[config.mk]
export PLATFORM = sky130hd
export DESIGN_NAME = sb_rx_frame_parser_flat
export DESIGN_NICKNAME = d
export VERILOG_FILES = /design/src/rtl/sb_rx_frame_parser_if.sv /design/src/rtl/sb_rx_frame_parser.sv /design/src/flat_wrapper.sv
export SDC_FILE = /design/constraint.sdc
export NUM_CORES = 1
export LEC_CHECK = 0
export CORE_MARGIN = 2
export CORE_UTILIZATION = 50
export CTS_CLUSTER_SIZE = 30
export DETAILED_ROUTE_END_ITERATION = 16
export PLACE_DENSITY = 0.79
export SETUP_SLACK_MARGIN = 0.05
export SYNTH_ARGS = -nofsm -noshare
export SYNTH_HDL_FRONTEND = slang
export SYNTH_SLANG_ARGS = --single-unit
[constraint.sdc]
create_clock -name sb_clk -period 2.7 [get_ports sb_clk]
set_input_delay 0.27 -clock sb_clk [delete_from_list [all_inputs] [get_ports sb_clk]]
set_output_delay 0.27 -clock sb_clk [all_outputs]
set_load 0.01 [all_outputs]
[src/rtl/sb_rx_frame_parser_if.sv]
// Sideband receive parser bus: symbol input from the deserialiser, decoded
// AT/LT frames and status toward the register/AT handling logic.
// master = symbol source / frame consumer, slave = the parser.
interface sb_rx_frame_parser_if #(
    parameter int MAX_PAYLOAD = 4,
    parameter int ADDR_W      = 8
);
    logic [9:0]               sbrx;
    logic                     sym_valid;
    logic                     error;
    logic                     tconnect;
    logic                     tdisconnect;
    logic                     at_valid;
    logic                     at_is_cmd;
    logic [ADDR_W-1:0]        at_addr;
    logic                     at_write;
    logic [6:0]               at_len;
    logic [8*MAX_PAYLOAD-1:0] at_data;
    logic                     lt_valid;
    logic [7:0]               lt_lse;
    logic                     trans_error;
    logic                     disconnect;
    logic                     rx_busy;

    modport master (
        output sbrx, sym_valid, error, tconnect, tdisconnect,
        input  at_valid, at_is_cmd, at_addr, at_write, at_len, at_data,
               lt_valid, lt_lse, trans_error, disconnect, rx_busy
    );

    modport slave (
        input  sbrx, sym_valid, error, tconnect, tdisconnect,
        output at_valid, at_is_cmd, at_addr, at_write, at_len, at_data,
               lt_valid, lt_lse, trans_error, disconnect, rx_busy
    );
endinterface

[src/rtl/sb_rx_frame_parser.sv]
// Sideband receive frame parser: decodes DLE STX .. DLE ETX AT frames (with DLE
// de-stuffing and length/count checks) and DLE LSE CLSE LT frames.
// Optional CRC-16 check of AT frames is enabled by defining SB_RX_CRC_CHECK_EN;
// without it the two trailing CRC bytes are counted but not checked.
module sb_rx_frame_parser #(
    parameter int MAX_PAYLOAD = 4,
    parameter int ADDR_W      = 8
) (
    input  logic                 sb_clk,
    input  logic                 rst,
    sb_rx_frame_parser_if.slave  bus
);
    localparam logic [7:0] DLE     = 8'hFE;
    localparam logic [7:0] STX_CMD = 8'h05;
    localparam logic [7:0] STX_RSP = 8'h04;
    localparam logic [7:0] ETX     = 8'h40;
    localparam logic [7:0] LSE     = 8'h80;
    localparam logic [7:0] CLSE    = 8'h7F;

    // Byte counter covers addr + len + MAX_PAYLOAD data + 2 CRC (at most 131).
    localparam int              CNT_W     = 8;
    localparam logic [CNT_W-1:0] MAX_BYTES = CNT_W'(MAX_PAYLOAD + 4);
    localparam logic [6:0]      LEN_MAX   = 7'(MAX_PAYLOAD);

    typedef enum logic [2:0] {S_DISC, S_IDLE, S_DLE1, S_AT, S_AT_DLE, S_LT} state_t;

    state_t                          state_q, state_d;
    logic [CNT_W-1:0]                cnt_q;
    logic                            is_cmd_q;
    logic [7:0]                      addr_q;
    logic [7:0]                      lenrw_q;
    logic [MAX_PAYLOAD-1:0][7:0]     data_q;
    logic [7:0]                      lse_q;

    logic                            at_valid_q, lt_valid_q, trans_err_q;
    logic                            at_is_cmd_q, at_write_q;
    logic [ADDR_W-1:0]               at_addr_q;
    logic [6:0]                      at_len_q;
    logic [MAX_PAYLOAD-1:0][7:0]     at_data_q;
    logic [7:0]                      lt_lse_q;

    logic [7:0]       b;
    logic             sym_err;
    logic             store_fault;
    logic [CNT_W-1:0] n_req;
    logic [CNT_W-1:0] data_idx;
    logic             data_we;
    logic             crc_ok;
    logic             store_en, start_frame, at_ok, lt_ok, err;

    assign b       = bus.sbrx[8:1];
    assign sym_err = bus.error | bus.sbrx[0] | ~bus.sbrx[9];

    // Data bytes are only carried by write commands and read responses.
    assign n_req = ((is_cmd_q & lenrw_q[7]) | (~is_cmd_q & ~lenrw_q[7]))
                   ? CNT_W'(lenrw_q[6:0]) : '0;

    // A byte about to be stored is illegal if the frame is already full or if it
    // is the len byte and announces more data than the buffer holds.
    assign store_fault = (cnt_q == MAX_BYTES) ||
                         (cnt_q == CNT_W'(1) && b[6:0] > LEN_MAX);

    assign data_idx = cnt_q - CNT_W'(2);
    assign data_we  = store_en && (cnt_q >= CNT_W'(2)) && (data_idx < n_req);

`ifdef SB_RX_CRC_CHECK_EN
    logic [15:0] crc_q, rx_crc_q;
    logic        crc_take;

    function automatic logic [15:0] crc16_byte(input logic [15:0] c, input logic [7:0] d);
        logic [15:0] x;
        x = c ^ {d, 8'h00};
        for (int k = 0; k < 8; k++)
            x = x[15] ? ((x << 1) ^ 16'h8005) : (x << 1);
        return x;
    endfunction

    // Header and data bytes feed the CRC; everything after them is the received CRC.
    assign crc_take = (cnt_q < CNT_W'(2)) || (cnt_q < n_req + CNT_W'(2));

    // Running CRC from the STX byte on, plus a 2-byte window of the trailing bytes.
    always_ff @(posedge sb_clk) begin
        if (rst) begin
            crc_q    <= 16'hFFFF;
            rx_crc_q <= '0;
        end else if (start_frame) begin
            crc_q    <= crc16_byte(16'hFFFF, b);
            rx_crc_q <= '0;
        end else if (store_en) begin
            if (crc_take) crc_q    <= crc16_byte(crc_q, b);
            else          rx_crc_q <= {rx_crc_q[7:0], b};
        end
    end

    assign crc_ok = (crc_q == rx_crc_q);
`else
    assign crc_ok = 1'b1;
`endif

    // Next-state decode; tdisconnect wins over everything, tconnect is a link
    // event and does not need sym_valid.
    always_comb begin
        state_d     = state_q;
        store_en    = 1'b0;
        start_frame = 1'b0;
        at_ok       = 1'b0;
        lt_ok       = 1'b0;
        err         = 1'b0;
        if (bus.tdisconnect) begin
            state_d = S_DISC;
        end else if (state_q == S_DISC) begin
            if (bus.tconnect) state_d = S_IDLE;
        end else if (bus.sym_valid) begin
            if (sym_err) begin
                err     = 1'b1;
                state_d = S_IDLE;
            end else begin
                case (state_q)
                    S_IDLE: if (b == DLE) state_d = S_DLE1;
                    S_DLE1: begin
                        if (b == STX_CMD || b == STX_RSP) begin
                            state_d     = S_AT;
                            start_frame = 1'b1;
                        end else if (b == LSE) state_d = S_LT;
                        else if (b == DLE)     state_d = S_DLE1;
                        else                   state_d = S_IDLE;
                    end
                    S_AT: begin
                        if (b == DLE) state_d = S_AT_DLE;
                        else if (store_fault) begin
                            err     = 1'b1;
                            state_d = S_IDLE;
                        end else store_en = 1'b1;
                    end
                    S_AT_DLE: begin
                        state_d = S_IDLE;
                        if (b == DLE) begin
                            if (store_fault) err = 1'b1;
                            else begin
                                store_en = 1'b1;
                                state_d  = S_AT;
                            end
                        end else if (b == ETX) begin
                            if (cnt_q == n_req + CNT_W'(4) && crc_ok) at_ok = 1'b1;
                            else                                       err   = 1'b1;
                        end else err = 1'b1;
                    end
                    S_LT: begin
                        state_d = S_IDLE;
                        if (b == CLSE) lt_ok = 1'b1;
                        else           err   = 1'b1;
                    end
                    default: state_d = S_IDLE;
                endcase
            end
        end
    end

    // State register.
    always_ff @(posedge sb_clk) begin
        if (rst) state_q <= S_DISC;
        else     state_q <= state_d;
    end

    // Frame assembly: header bytes, data lanes and the LSE seen on LT entry.
    always_ff @(posedge sb_clk) begin
        if (rst) begin
            cnt_q    <= '0;
            is_cmd_q <= 1'b0;
            addr_q   <= '0;
            lenrw_q  <= '0;
            data_q   <= '0;
            lse_q    <= '0;
        end else begin
            if (state_q == S_DLE1 && state_d == S_LT) lse_q <= b;
            if (start_frame) begin
                cnt_q    <= '0;
                is_cmd_q <= (b == STX_CMD);
                addr_q   <= '0;
                lenrw_q  <= '0;
                data_q   <= '0;
            end else if (store_en) begin
                cnt_q <= cnt_q + CNT_W'(1);
                if (cnt_q == CNT_W'(0)) addr_q  <= b;
                if (cnt_q == CNT_W'(1)) lenrw_q <= b;
                for (int i = 0; i < MAX_PAYLOAD; i++)
                    if (data_we && data_idx == CNT_W'(i)) data_q[i] <= b;
            end
        end
    end

    // Registered pulses and result fields that hold until the next accepted frame.
    always_ff @(posedge sb_clk) begin
        if (rst) begin
            at_valid_q  <= 1'b0;
            lt_valid_q  <= 1'b0;
            trans_err_q <= 1'b0;
            at_is_cmd_q <= 1'b0;
            at_write_q  <= 1'b0;
            at_addr_q   <= '0;
            at_len_q    <= '0;
            at_data_q   <= '0;
            lt_lse_q    <= '0;
        end else begin
            at_valid_q  <= at_ok;
            lt_valid_q  <= lt_ok;
            trans_err_q <= err;
            if (at_ok) begin
                at_is_cmd_q <= is_cmd_q;
                at_write_q  <= lenrw_q[7];
                at_addr_q   <= ADDR_W'(addr_q);
                at_len_q    <= lenrw_q[6:0];
                at_data_q   <= data_q;
            end
            if (lt_ok) lt_lse_q <= lse_q;
        end
    end

    assign bus.at_valid    = at_valid_q;
    assign bus.at_is_cmd   = at_is_cmd_q;
    assign bus.at_addr     = at_addr_q;
    assign bus.at_write    = at_write_q;
    assign bus.at_len      = at_len_q;
    assign bus.at_data     = at_data_q;
    assign bus.lt_valid    = lt_valid_q;
    assign bus.lt_lse      = lt_lse_q;
    assign bus.trans_error = trans_err_q;
    assign bus.disconnect  = (state_q == S_DISC);
    assign bus.rx_busy     = (state_q == S_DLE1) || (state_q == S_AT) ||
                             (state_q == S_AT_DLE) || (state_q == S_LT);
endmodule

[src/flat_wrapper.sv]
// flat-port wrapper written by rule: the top's interface ports become plain ports
module sb_rx_frame_parser_flat 
#(
    parameter int MAX_PAYLOAD = 4,
    parameter int ADDR_W      = 8
)
  (sb_clk, rst, bus_sbrx, bus_sym_valid, bus_error, bus_tconnect, bus_tdisconnect, bus_at_valid, bus_at_is_cmd, bus_at_addr, bus_at_write, bus_at_len, bus_at_data, bus_lt_valid, bus_lt_lse, bus_trans_error, bus_disconnect, bus_rx_busy);
  sb_rx_frame_parser_if #(.MAX_PAYLOAD(MAX_PAYLOAD), .ADDR_W(ADDR_W)) bus_i ();
  input  logic sb_clk;
  input  logic rst;
  input wire logic [$bits(bus_i.sbrx)-1:0] bus_sbrx;
  input wire logic [$bits(bus_i.sym_valid)-1:0] bus_sym_valid;
  input wire logic [$bits(bus_i.error)-1:0] bus_error;
  input wire logic [$bits(bus_i.tconnect)-1:0] bus_tconnect;
  input wire logic [$bits(bus_i.tdisconnect)-1:0] bus_tdisconnect;
  output wire logic [$bits(bus_i.at_valid)-1:0] bus_at_valid;
  output wire logic [$bits(bus_i.at_is_cmd)-1:0] bus_at_is_cmd;
  output wire logic [$bits(bus_i.at_addr)-1:0] bus_at_addr;
  output wire logic [$bits(bus_i.at_write)-1:0] bus_at_write;
  output wire logic [$bits(bus_i.at_len)-1:0] bus_at_len;
  output wire logic [$bits(bus_i.at_data)-1:0] bus_at_data;
  output wire logic [$bits(bus_i.lt_valid)-1:0] bus_lt_valid;
  output wire logic [$bits(bus_i.lt_lse)-1:0] bus_lt_lse;
  output wire logic [$bits(bus_i.trans_error)-1:0] bus_trans_error;
  output wire logic [$bits(bus_i.disconnect)-1:0] bus_disconnect;
  output wire logic [$bits(bus_i.rx_busy)-1:0] bus_rx_busy;
  assign bus_i.sbrx = bus_sbrx;
  assign bus_i.sym_valid = bus_sym_valid;
  assign bus_i.error = bus_error;
  assign bus_i.tconnect = bus_tconnect;
  assign bus_i.tdisconnect = bus_tdisconnect;
  assign bus_at_valid = bus_i.at_valid;
  assign bus_at_is_cmd = bus_i.at_is_cmd;
  assign bus_at_addr = bus_i.at_addr;
  assign bus_at_write = bus_i.at_write;
  assign bus_at_len = bus_i.at_len;
  assign bus_at_data = bus_i.at_data;
  assign bus_lt_valid = bus_i.lt_valid;
  assign bus_lt_lse = bus_i.lt_lse;
  assign bus_trans_error = bus_i.trans_error;
  assign bus_disconnect = bus_i.disconnect;
  assign bus_rx_busy = bus_i.rx_busy;
  sb_rx_frame_parser #(.MAX_PAYLOAD(MAX_PAYLOAD), .ADDR_W(ADDR_W)) u_core (.sb_clk(sb_clk), .rst(rst), .bus(bus_i));
endmodule
Word-level counts from Yosys, hierarchy flattened
Index checks and enable logic that the tools add are counted.
- output and inout bits: 62
- flip-flop bits (word level): 128
- input port bits: 16
- logic and storage cells: 130
- reduce and logical (&&, ||, !) cells: 24
- eq/ne operators: 18
- muxes and demuxes: 51
- bitwise operators: 9
- add/sub/neg operators: 3
- magnitude comparators: 3
- operators by type and width (kind ; number):
    $mux 1 ; 34
    $mux 3 ; 11
    $eq 8x1->1 const B ; 2
    $eq 8x2->1 const B ; 2
    $eq 8x3->1 const B ; 2
    $eq 8x7->1 const B ; 2
    $eq 8x8->1 const B ; 2
    $logic_not 8->1 ; 2
    $pmux 3 s4 ; 1
    $reduce_and 2->1 ; 6
    $eq 3x3->1 const B ; 3
    $add 8x1->8 const B ; 1
    $add 8x3->8 const B ; 1
    $eq 8x4->1 const B ; 1
    $eq 8x8->1 ; 1
    $ge 8x2->1 const B ; 1
    $logic_and 1x1->1 ; 8
    $lt 8x8->1 ; 1
    $sub 8x2->8 const B ; 1
    $gt 7x3->1 const B ; 1
    $mux 7 ; 1
    $eq 3x2->1 const B ; 2
    $logic_or 1x1->1 ; 5
    $mux 2 ; 2
    9 further kinds ; 15

Depth between registers and ports, before layout
Gate-level depths: netlist of the first run.
- depth after elaboration: 14
- depth in mapped cells: 13
- mapped depth without buffers: 10

Worst setup path after synthesis of the first run
Ideal clock, no wire load.
- path type: reg2reg
- start point: reg u_core.cnt_q[4]
- end point: reg u_core.data_q[23] in the netlist's numbering
- period minus slack after synthesis: 2563 ps
- data required time: 2629 ps
- slack: 137 ps
- arrival time: 2492 ps
- buffers on the path: 2
- library setup time: 71 ps
- stages on the path, launching flop included: 11
- cell sequence: dfxtp_1 clkbuf_1 nor2_1 nand2_1 xnor2_1 ha_1 a2111oi_2 and4_1 clkbuf_1 nand3_1 a21oi_1
- cells in the longest elaborated chain, start to end: 14
- elaborated cells on any way between the ends: 20
- classes of those cells: 1 x add/sub; 2 x order compare; 3 x eq/ne; 8 x mux; 6 x reduce/logical
- ends and longest elaborated chain (item ; line ; RTL):
    start: declaration ; sb_rx_frame_parser.sv:28 ; logic [CNT_W-1:0] cnt_q;
    start signal: assignment ; sb_rx_frame_parser.sv:183 ; cnt_q <= cnt_q + CNT_W'(1);
    $eq 8x1->1 ; sb_rx_frame_parser.sv:61 ; (cnt_q == CNT_W'(1) && b[6:0] > LEN_MAX);
    $logic_and 1x1->1 ; sb_rx_frame_parser.sv:61 ;
    $logic_or 1x1->1 ; sb_rx_frame_parser.sv:60 ; assign store_fault = (cnt_q == MAX_BYTES) ||
    $mux 1 ; sb_rx_frame_parser.sv:130, sb_rx_frame_parser.sv:138 ;
    $mux 1, on equally long branches ; sb_rx_frame_parser.sv:137, sb_rx_frame_parser.sv:129 ;
    $pmux 1 s2 ; sb_rx_frame_parser.sv:118 ; case (state_q)
    $mux 1 ; sb_rx_frame_parser.sv:114 ; if (sym_err) begin
    $mux 1 ; sb_rx_frame_parser.sv:113 ; end else if (bus.sym_valid) begin
    $mux 1 ; sb_rx_frame_parser.sv:111 ; end else if (state_q == S_DISC) begin
    $mux 1 ; sb_rx_frame_parser.sv:109 ; if (bus.tdisconnect) begin
    $logic_and 1x1->1 (2 in a row) ; sb_rx_frame_parser.sv:64 ; assign data_we = store_en && (cnt_q >= CNT_W'(2)) && (data_idx < n_req);
    $logic_and 1x1->1 ; sb_rx_frame_parser.sv:187 ; if (data_we && data_idx == CNT_W'(i)) data_q[i] <= b;
    $reduce_and 2->1 (no source line) (*) ; n/a ;
    end signal: assignment ; sb_rx_frame_parser.sv:172 ; data_q <= '0;
    end signal: assignment ; sb_rx_frame_parser.sv:181 ; data_q <= '0;
    end signal: indexed assignment ; sb_rx_frame_parser.sv:187 ;
    end: declaration ; sb_rx_frame_parser.sv:32 ; logic [MAX_PAYLOAD-1:0][7:0] data_q;
Mark *: on every way between the ends. The rest lies on a longest branch, timed or not.
A chain may end at the register's enable or synchronous reset.

Final worst setup path of the first run
- start point: reg u_core.lenrw_q[7]
- end point: reg u_core.data_q[19] in the netlist's numbering
- cells in the longest elaborated chain, start to end: 8
- elaborated cells on any way between the ends: 9
- classes of those cells: 1 x order compare; 1 x mux; 4 x bitwise; 3 x reduce/logical
- ends and longest elaborated chain (item ; line ; RTL):
    start: declaration ; sb_rx_frame_parser.sv:31 ; logic [7:0] lenrw_q;
    start signal: assignment ; sb_rx_frame_parser.sv:171 ; lenrw_q <= '0;
    start signal: assignment ; sb_rx_frame_parser.sv:180 ; lenrw_q <= '0;
    start signal: assignment ; sb_rx_frame_parser.sv:185 ; if (cnt_q == CNT_W'(1)) lenrw_q <= b;
    $not 1->1 ; sb_rx_frame_parser.sv:55 ; assign n_req = ((is_cmd_q & lenrw_q[7]) | (~is_cmd_q & ~lenrw_q[7]))
    $and 1x1->1 ; sb_rx_frame_parser.sv:55 ;
    $or 1x1->1 (*) ; sb_rx_frame_parser.sv:55 ;
    $mux 7 (*) ; sb_rx_frame_parser.sv:56 ; ? CNT_W'(lenrw_q[6:0]) : '0;
    $lt 8x8->1 (*) ; sb_rx_frame_parser.sv:64 ;
    $logic_and 1x1->1 (*) ; sb_rx_frame_parser.sv:64 ;
    $logic_and 1x1->1 (*) ; sb_rx_frame_parser.sv:187 ;
    $reduce_and 2->1 (no source line) (*) ; n/a ;
Marked as above.

==> impl_metrics.ini, run 1 <==
[clock_tree]
clk_path_buf_depth = 2
clk_root_buffer_cell = sky130_fd_sc_hd__clkbuf_16
cts_tree = yes
cts-htree-levels = 4
clkSinkCount = 128
clkSlewWorstSetupHoldPaths_ns = 0.06
insertion_delay_ns = 0.41
tritoncts.num_buffers = 17

[synth]
syn-num-nets = 721
area_contributors_post_synth = sky130_fd_sc_hd__dfxtp_1, sky130_fd_sc_hd__a21oi_1, sky130_fd_sc_hd__o21ai_0
synth-edff-count = 0
synth_seq_area_share_pct = 43.6
post-synth-top-area-cell = sky130_fd_sc_hd__dfxtp_1
synth_top_family_by_area = simple AND/OR/NAND/NOR gates
synthXorXnorAreaFrac_pct = 2.53
postSynthRegisterBits = 128
synthesis.area_per_instance_um2 = 8.50
postSynthCellCount = 691
synthAdderAreaFrac_pct = 2.98
post_synth_and_or_nand_nor_area_fraction_pct = 23.2
synth_flop_cell = sky130_fd_sc_hd__dfxtp_1
netlist-cell-type-count = 58
mapped_cell_area_um2 = 5880
post-synth-top-area-fraction_pct = 43.6
compound_cell_area_share_of_the_yosys_netlist_pct = 17.8
synthMuxAreaShare_pct = 3.77
ys_warn_count = 0
async_reset_ff_share_pct = 0

[final_layout]
final_nets = 789
n_fill_cell = 911
multi_input_area_um2 = 3010
layout.core_utilization_pct = 66.2
layout_common_cells = sky130_fd_sc_hd__dfxtp_1, sky130_fd_sc_hd__a21oi_1, sky130_fd_sc_hd__clkdlybuf4s50_1, sky130_fd_sc_hd__o21ai_0, sky130_fd_sc_hd__nand4_1
count_of_antenna_diodes_in_the_layout = 0
layout_commonest_cell = sky130_fd_sc_hd__dfxtp_1
layout_cell_area_excl_fill_um2 = 7590
flow.area_growth_from_synthesis_pct = 29.1
drive_gt1_share_pct = 13.7
register_area_um2 = 2560

[grt]
global_route.usage.met1_pct = 31.9
grt_first_pass_wirelength_mm = 26.4
grtUsageMet3_pct = 6.26
first_global_vias = 5319
grt_overflow = 0
top_usage_layer = met2
grt_util_met2_pct = 44.0
initial_antenna_violation_count = 0
global_route.usage.total_pct = 25.7
grt_max_degree = 44

[power]
power_report.internal_total_uw = 3430
vdd_ir_drop_max_mv = 0.716
power.share.sequential_pct = 43.8
p_switching_uw = 895
power_frac_comb_pct = 2.7
power_switching_share_pct = 20.7
power_density_nw_per_um2 = 570
clkPwrFrac_pct = 53.5
total_leakage_power_uw = 0.00263
report.power.total_uw = 4320

[timing]
fin_ws_ns = 0.132
slew_viol_final = 0
final.setup.tns_ns = 0
timing.final.hold_violations = 0
final-setup-viol-count = 0
max_freq_ghz = 0.389
rsz0062_at_grt = yes
period_minus_slack_ns = 2.57
slew_headroom_pct = 63.7
worst_clock_skew_ns = 0.00727
timing_worst_slew_pin_value_ns = 0.542
final.period_utilization_pct = 95.1

[floorplan]
fp.coreArea_um2 = 11500
num_rows = 39
die-area_um2 = 12600
floorplan.initialDensity_pct = 51.2
ios = 78
die_w_um = 112
chipHeight_um = 112

[worst_setup_path]
reg2reg_slack_ns = 0.13
worst-endpoint-required_ns = 2.99
crit-reg2reg-launch = u_core.lenrw_q[7]
rr_endpoint = u_core.data_q[19]
timing.critical_path.from_type = flip-flop
critical_path.endpoint_type = flip-flop
reg2regPathDepth = 9
timing_worst_setup_path_type = flip-flop to flip-flop
worst-endpoint-arrival_ns = 2.85
worstPathMaxFanout = 8

[detailed_routing]
routedWlPerCell_um = 17.6
drt_drc_violations_left = 0
via_per_inst = 6.03
detailedRoute.firstIterationViolations = 491
wire_length_reported_by_the_detailed_router_mm = 16.1
firstDrtPassIters = 5
detailroute.via_count = 5509
drtAntennaViolNets = 0

[place]
dpl_worst_slack_ns = 0.0143
post-dp-hpwl_mm = 10.6
placed_area_um2 = 6870
gp_routability_congestion = 0.903
io_buffer_count = 77

[run_status]
outcome = finished clean

[flow_run]
timing.max_cap.violations = 0

[hold_path]
hp-class = input pin to flip-flop
hold_depth = 2
holdCritStartpoint = rst
whs_endpoint = u_core.bus.lt_lse[2]
[power groups by stage]
stage / combinational, uW / sequential, uW / clock (uW)
6_report: 117 / 1890 / 2310
5_1_grt: 124 / 1890 / 2430
4_1_cts: 114 / 1890 / 2330
3_5_place_dp: 114 / 1930 / 0
3_3_place_gp: 111 / 1930 / 0
2_1_floorplan: 55.2 / 1930 / 0
[flip-flops by register name (all words and copies together), names as in the netlist, 8 cells and up]
name,flops
u_core.addr_q,8
u_core.bus.at_addr,8
u_core.bus.at_data,32
u_core.bus.lt_lse,8
u_core.cnt_q,8
u_core.data_q,32
u_core.lenrw_q,8
u_core.lse_q,8
[area by class of cell]
cell class,instances,share of cell area [%]
Inverter,10,0.495
Timing Repair Buffer,121,15.8
Clock inverter,9,1.76
Clock buffer,22,6.12
Multi-Input combinational cell,481,39.7
Tap cell,143,2.36
Sequential cell,128,33.8
[per-stage QoR]
step           cells  hold slack, ns
6_report         914           0.298
2_1_floorplan    691           0.418
5_1_grt          914           0.330
4_1_cts          911           0.296
3_5_place_dp     880           0.438
3_3_place_gp     880           0.435
[cell usage after synthesis, types with 10 or more instances]
cell type	count
sky130_fd_sc_hd__a21oi_1	86
sky130_fd_sc_hd__nand3_1	41
sky130_fd_sc_hd__mux2i_1	21
sky130_fd_sc_hd__ha_1	14
sky130_fd_sc_hd__nor3_1	12
sky130_fd_sc_hd__clkbuf_1	37
sky130_fd_sc_hd__o21ai_0	86
sky130_fd_sc_hd__buf_2	26
sky130_fd_sc_hd__dfxtp_1	128
sky130_fd_sc_hd__inv_1	10
sky130_fd_sc_hd__and2_1	15
sky130_fd_sc_hd__nand2_1	18
sky130_fd_sc_hd__xnor2_1	11
sky130_fd_sc_hd__nor2_1	40
sky130_fd_sc_hd__nand4_1	59
[how the worst max path moves through the flow]
stage,start,endpoint,cells past startpoint
after floorplan,u_core.cnt_q[4],u_core.data_q[23],10
after global placement,bus_sbrx[4],u_core.cnt_q[5],7
after detailed placement,u_core.is_cmd_q,u_core.bus.at_data[19],11
after CTS,u_core.is_cmd_q,u_core.bus.at_data[13],11
after global routing,u_core.lenrw_q[7],u_core.data_q[23],9
final,u_core.lenrw_q[7],u_core.data_q[19],9
[worst max-delay path, stage by stage, from the launching register on]
cell and delay [ns]:
sky130_fd_sc_hd__dfxtp_1 0.33, sky130_fd_sc_hd__xnor2_2 0.28, sky130_fd_sc_hd__buf_4 0.21, sky130_fd_sc_hd__nand2_1 0.07, sky130_fd_sc_hd__ha_1 0.32, sky130_fd_sc_hd__a2111oi_2 0.35, sky130_fd_sc_hd__buf_4 0.21, sky130_fd_sc_hd__nand4_1 0.28
sky130_fd_sc_hd__o21ai_0 0.29, sky130_fd_sc_hd__a21oi_1 0.10
[layer usage]
layer  share of wire (%)  wire (um)  up-vias
li1                    -          -     2646
met5                   0          0        -
met1                  42       6800     2626
met4                 1.7        267        0
met3                 5.6        895       24
met2                  50       8100      213
[what timing repair did]
item	4_1_cts	5_1_grt
hold buffers	0	0
buffers inserted	0	3
resized for setup	1	47
endpoints found under the setup margin	40	82
pin swaps	0	5
hold endpoints to repair	0	0
[cells by family (layout without fill, tap and decap cells)]
family                   Yosys count  count (layout)
AO/OA/AOI/OAI                    192             192
XOR/XNOR                          17              17
adder cells (fa/ha/maj)           14              14
buffers and inverters             82             162
flip-flops                       128             128
multiplexers                      22              22
AND/OR/NAND/NOR                  236             236
Note: power is estimated with default switching activity, not from simulation.
==> run 2, diff against run 1 <==
--- a/config.mk
+++ b/config.mk
@@ -6,10 +6,10 @@
 export NUM_CORES = 1
 export LEC_CHECK = 0
 export CORE_MARGIN = 2
-export CORE_UTILIZATION = 50
+export CORE_UTILIZATION = 59
 export CTS_CLUSTER_SIZE = 30
 export DETAILED_ROUTE_END_ITERATION = 16
-export PLACE_DENSITY = 0.79
+export PLACE_DENSITY = 0.88
 export SETUP_SLACK_MARGIN = 0.05
 export SYNTH_ARGS = -nofsm -noshare
 export SYNTH_HDL_FRONTEND = slang
==> constraint.sdc (replaced) <==
create_clock -name sb_clk -period 3.2 [get_ports sb_clk]
set_input_delay 0.32 -clock sb_clk [delete_from_list [all_inputs] [get_ports sb_clk]]
set_output_delay 0.32 -clock sb_clk [all_outputs]
set_load 0.01 [all_outputs]
==> impl_metrics.ini, run 2 (synthesized netlist as in run 1, its figures left out) <==
[final_layout]
final_nets = 767
finalNonFillerCells = 883
flow.area_growth_from_synthesis_pct = 23.6
count_of_antenna_diodes_in_the_layout = 0
layout_common_cells = sky130_fd_sc_hd__dfxtp_1, sky130_fd_sc_hd__o21ai_0, sky130_fd_sc_hd__a21oi_1, sky130_fd_sc_hd__clkdlybuf4s50_1, sky130_fd_sc_hd__nand4_1
drive_gt1_share_pct = 9.87
layout_commonest_cell = sky130_fd_sc_hd__dfxtp_1

[grt]
initial_antenna_violation_count = 0
grt_overflow = 0
grt_max_degree = 51
grt_first_pass_wirelength_mm = 26.2
global_route.usage.total_pct = 29.7
first_global_vias = 5239

[timing]
slew_headroom_pct = 33.2
timing_worst_slew_pin_value_ns = 1.00
fin_ws_ns = 0.283
max_freq_ghz = 0.343
final.setup.tns_ns = 0
rsz0062_at_grt = no
final.period_utilization_pct = 91.2
worst_clock_skew_ns = 0.00759
period_minus_slack_ns = 2.92
hold-worst-slack_ns = 0.192
timing.final.hold_violations = 0
slew_viol_final = 0
final-setup-viol-count = 0

[power]
power.share.sequential_pct = 44.6
total_leakage_power_uw = 0.00248
p_switching_uw = 832
power_report.internal_total_uw = 2740
vdd_ir_drop_max_mv = 0.355
clkPwrFrac_pct = 52.8
power_frac_comb_pct = 2.6
power_switching_share_pct = 23.3
power_density_nw_per_um2 = 493
report.power.total_uw = 3580

[clock_tree]
clk_path_buf_depth = 2
clkSlewWorstSetupHoldPaths_ns = 0.06
insertion_delay_ns = 0.53
clkSinkCount = 128
post_cts_resize_count = 0
post_cts_hold_buffers = 0
tritoncts.num_buffers = 17
cts-htree-levels = 4
clk_root_buffer_cell = sky130_fd_sc_hd__clkbuf_8
cts_tree = yes
post-cts-setup-buffers = 0

[worst_setup_path]
worst-endpoint-required_ns = 3.65
reg2regPathDepth = 6
timing_worst_setup_path_type = flip-flop to flip-flop
crit_family = compound AO/OA/AOI/OAI gates
crit_path_cell_trace = nor4_2 > nand2_1 > o32ai_2 > or2_2 > o21ai_0 > a21oi_1
critical-path-slowest-cell = sky130_fd_sc_hd__o32ai_2
worst-endpoint-arrival_ns = 3.36
critical_path.endpoint_type = flip-flop
timing.critical_path.depth = 6
critical_path.max_stage_delay_ns = 0.82
cp.buffers_inverters = 0
worstPathMaxFanout = 33
timing.critical_path.from_type = flip-flop

[floorplan]
chipHeight_um = 104
die-area_um2 = 10800
floorplan.initialDensity_pct = 60.4
num_rows = 36
ios = 78
die_w_um = 104
fp.coreArea_um2 = 9730

[detailed_routing]
detailroute.via_count = 5542
routedWlPerCell_um = 17.9
detailedRoute.firstIterationViolations = 377
via_per_inst = 6.28
drtAntennaViolNets = 0
firstDrtPassIters = 7
wire_length_reported_by_the_detailed_router_mm = 15.8
drt_drc_violations_left = 0

[hold_path]
hold_depth = 2
hp-class = input pin to flip-flop

[flow_run]
timing.max_cap.violations = 0

[run_status]
outcome = finished clean

[place]
post-dp-hpwl_mm = 10.3
gp_routability_congestion = 0.929
dpl.cell_count = 851
dpl_worst_slack_ns = 0.315
io_buffer_count = 77
[run 2: cell types whose count changed in the layout (fill, tap and decap cells not counted), moves of 3 or more]
cell | previous run | this run
sky130_fd_sc_hd__and4_1 | 1 | 5
sky130_fd_sc_hd__and4_2 | 3 | 0
sky130_fd_sc_hd__buf_12 | 7 | 2
sky130_fd_sc_hd__buf_4 | 35 | 20
sky130_fd_sc_hd__clkbuf_1 | 3 | 0
sky130_fd_sc_hd__inv_6 | 0 | 4
sky130_fd_sc_hd__o21ai_0 | 65 | 86
sky130_fd_sc_hd__o21ai_1 | 21 | 0
[run 2: stage by stage]
stage,utilization [%],area (um^2)
floorplan,-,5880
global placement,68.7,6690
detailed placement,68.7,6690
CTS,74.6,7260
global route,74.6,7260
finish,74.6,7260
[run 2: worst paths after layout]
check / to / slack, ns / from
worst min-delay path: u_core.is_cmd_q / 0.19 / rst
worst max-delay path: u_core.data_q[13] / 0.28 / u_core.cnt_q[5]
worst min register to register: u_core.lse_q[1] / 0.46 / u_core.lse_q[1]
worst max register to register: u_core.data_q[13] / 0.28 / u_core.cnt_q[5]
[run 2: layer usage]
metal	up-vias	GRT usage, %	share of wire (%)
li1	2602	-	-
met1	2608	37.4	41
met2	285	50.0	49
met3	47	5.03	6.8
met4	0	13.6	3.1
met5	-	0	0
[run 2: power by group through the flow]
stage / registers, uW / clock network, uW / logic [uW]
2_1_floorplan: 1630 / 0 / 46.6
3_3_place_gp: 1630 / 0 / 88.3
3_5_place_dp: 1630 / 0 / 88.9
4_1_cts: 1600 / 1880 / 90.2
5_1_grt: 1600 / 1960 / 98.5
6_report: 1600 / 1890 / 92.6
[run 2: final cells by class]
type / count / area (um^2)
timing repair buffer: 99 / 956
sequential: 128 / 2560
inverter: 10 / 37.5
multi-input combinational: 481 / 2960
fill: 729 / 2470
clock inverter: 15 / 159
tap: 133 / 166
clock buffer: 17 / 414
[run 2: worst reg2reg max path: stages (launching register included)]
cell	delay (ns)
sky130_fd_sc_hd__dfxtp_1	0.44
sky130_fd_sc_hd__nor4_2	0.42
sky130_fd_sc_hd__nand2_1	0.12
sky130_fd_sc_hd__o32ai_2	0.82
sky130_fd_sc_hd__or2_2	0.59
sky130_fd_sc_hd__o21ai_0	0.24
sky130_fd_sc_hd__a21oi_1	0.21
==> run 3, diff against run 2 <==
--- a/config.mk
+++ b/config.mk
@@ -6,10 +6,10 @@
 export NUM_CORES = 1
 export LEC_CHECK = 0
 export CORE_MARGIN = 2
-export CORE_UTILIZATION = 59
+export CORE_UTILIZATION = 50
 export CTS_CLUSTER_SIZE = 30
 export DETAILED_ROUTE_END_ITERATION = 16
-export PLACE_DENSITY = 0.88
+export PLACE_DENSITY = 0.77
 export SETUP_SLACK_MARGIN = 0.05
 export SYNTH_ARGS = -nofsm -noshare
 export SYNTH_HDL_FRONTEND = slang
==> impl_metrics.ini, run 3 (synthesized netlist as in run 1, its figures left out) <==
[floorplan]
chipHeight_um = 112
fp.coreArea_um2 = 11500
ios = 78
die_w_um = 112
num_rows = 39
floorplan.initialDensity_pct = 51.2
die-area_um2 = 12600

[detailed_routing]
routedWlPerCell_um = 17.2
wire_length_reported_by_the_detailed_router_mm = 15.3
via_per_inst = 6.09
detailedRoute.firstIterationViolations = 536
firstDrtPassIters = 6
drt_drc_violations_left = 0
drtAntennaViolNets = 0
detailroute.via_count = 5432

[grt]
grt_util_met2_pct = 39.0
grt_max_degree = 51
grt_overflow = 0
grtUsageMet3_pct = 6.37
global_route.usage.met1_pct = 32.2
top_usage_layer = met2
global_route.usage.total_pct = 24.5
first_global_vias = 5196
initial_antenna_violation_count = 0
grt_first_pass_wirelength_mm = 25.4

[clock_tree]
clkSlewWorstSetupHoldPaths_ns = 0.06
tritoncts.num_buffers = 17
clk_path_buf_depth = 2
post-cts-setup-buffers = 0
cts-htree-levels = 4
clk_root_buffer_cell = sky130_fd_sc_hd__clkbuf_16
cts_tree = yes
insertion_delay_ns = 0.42
post_cts_resize_count = 0
post_cts_hold_buffers = 0
clkSinkCount = 128

[worst_setup_path]
worstPathMaxFanout = 33
timing_worst_setup_path_type = flip-flop to flip-flop
reg2regPathDepth = 6
critical_path.endpoint_type = flip-flop
reg2reg_slack_ns = 0.35
rr_endpoint = u_core.data_q[16]
worst-endpoint-arrival_ns = 3.19
worst_setup_path_startpoint = u_core.cnt_q[5]
timing.critical_path.from_type = flip-flop
crit-reg2reg-launch = u_core.cnt_q[5]
worst-endpoint-required_ns = 3.54
timing.critical_path.to = u_core.data_q[16]

[power]
clkPwrFrac_pct = 51.5
vdd_ir_drop_max_mv = 0.303
power.share.sequential_pct = 45.9
p_switching_uw = 831
total_leakage_power_uw = 0.00245
power_report.internal_total_uw = 2640
power_frac_comb_pct = 2.6
power_density_nw_per_um2 = 480
power_switching_share_pct = 23.9

[timing]
rsz0062_at_grt = no
slew_headroom_pct = 30.0
final-setup-viol-count = 0
timing.final.hold_violations = 0
hold-worst-slack_ns = 0.302
slew_viol_final = 0
final.period_utilization_pct = 89.0
final.setup.tns_ns = 0
max_freq_ghz = 0.351
worst_clock_skew_ns = 0.00950
timing_worst_slew_pin_value_ns = 1.05
period_minus_slack_ns = 2.85

[final_layout]
flow.area_growth_from_synthesis_pct = 23.3
layout_cell_area_excl_fill_um2 = 7250
count_of_antenna_diodes_in_the_layout = 0
final_nets = 766
drive_gt1_share_pct = 9.88
layout_commonest_cell = sky130_fd_sc_hd__dfxtp_1
layout_common_cells = sky130_fd_sc_hd__dfxtp_1, sky130_fd_sc_hd__o21ai_0, sky130_fd_sc_hd__a21oi_1, sky130_fd_sc_hd__clkdlybuf4s50_1, sky130_fd_sc_hd__nand4_1
n_fill_cell = 948

[place]
gp_routability_congestion = 0.934
io_buffer_count = 77
post-dp-hpwl_mm = 10.2
placed_area_um2 = 6690

[flow_run]
timing.max_cap.violations = 0

[hold_path]
hp-class = input pin to flip-flop

[run_status]
outcome = finished clean
-- run 3: cell types whose count changed in the layout (fill, tap and decap cells not counted), sizes merged --
cell	before	now
clkbuf	17	18
clkinv	6	5
clkinvlp	3	5
bufinv	2	0
buf	23	22
-- run 3: per-stage QoR --
step / cells / util (%) / worst slack [ns] / power, uW
2_1_floorplan: 691 / - / 0.637 / 1680
3_3_place_gp: 860 / 58.4 / 0.239 / 1720
3_5_place_dp: 860 / 58.4 / 0.166 / 1720
4_1_cts: 892 / 63.1 / 0.351 / 3490
5_1_grt: 892 / 63.2 / 0.117 / 3570
6_report: 892 / 63.2 / 0.353 / 3480
-- run 3: area by class of cell --
| type | instances | area [um^2] | share of cell area [%] |
|---|---|---|---|
| inverter | 10 | 37.5 | 0.518 |
| clock buffer | 18 | 439 | 6.06 |
| sequential | 128 | 2560 | 35.4 |
| clock inverter | 14 | 109 | 1.50 |
| timing repair buffer | 98 | 948 | 13.1 |
| multi-input combinational | 481 | 2970 | 41.0 |
| tap | 143 | 179 | 2.47 |
-- run 3: routing by layer --
| layer | vias to the layer above | share of wire (%) |
|---|---|---|
| met2 | 249 | 48 |
| met4 | 0 | 2.2 |
| met5 | - | 0 |
| met3 | 30 | 7.1 |
| met1 | 2555 | 43 |
| li1 | 2598 | - |
-- run 3: critical path, stage by stage (launching register included) --
cell                      delay [ns]
sky130_fd_sc_hd__dfxtp_1        0.44
sky130_fd_sc_hd__nor4_2         0.42
sky130_fd_sc_hd__nand2_1        0.12
sky130_fd_sc_hd__o32ai_2        0.86
sky130_fd_sc_hd__or2_2          0.58
sky130_fd_sc_hd__o21ai_0        0.19
sky130_fd_sc_hd__a21oi_1        0.16
-- run 3: worst min-delay path by stage --
stage | startpoint | to | slack (ns) | cells after the start
floorplan | u_core.lse_q[7] | u_core.lse_q[7] | 0.42 | 2
global placement | u_core.lse_q[7] | u_core.lse_q[7] | 0.44 | 2
detailed placement | u_core.lse_q[7] | u_core.lse_q[7] | 0.44 | 2
CTS | rst | u_core.bus.at_addr[6] | 0.29 | 2
global route | rst | u_core.bus.at_addr[6] | 0.31 | 2
finish | rst | u_core.bus.at_len[1] | 0.30 | 2
-- run 3: power by group through the flow --
stage / clock network, uW / logic, uW / registers (uW)
floorplan: 0 / 46.6 / 1630
global placement: 0 / 87.7 / 1630
detailed placement: 0 / 88.4 / 1630
CTS: 1810 / 88.9 / 1600
global route: 1880 / 96.3 / 1600
finish: 1790 / 91.0 / 1600
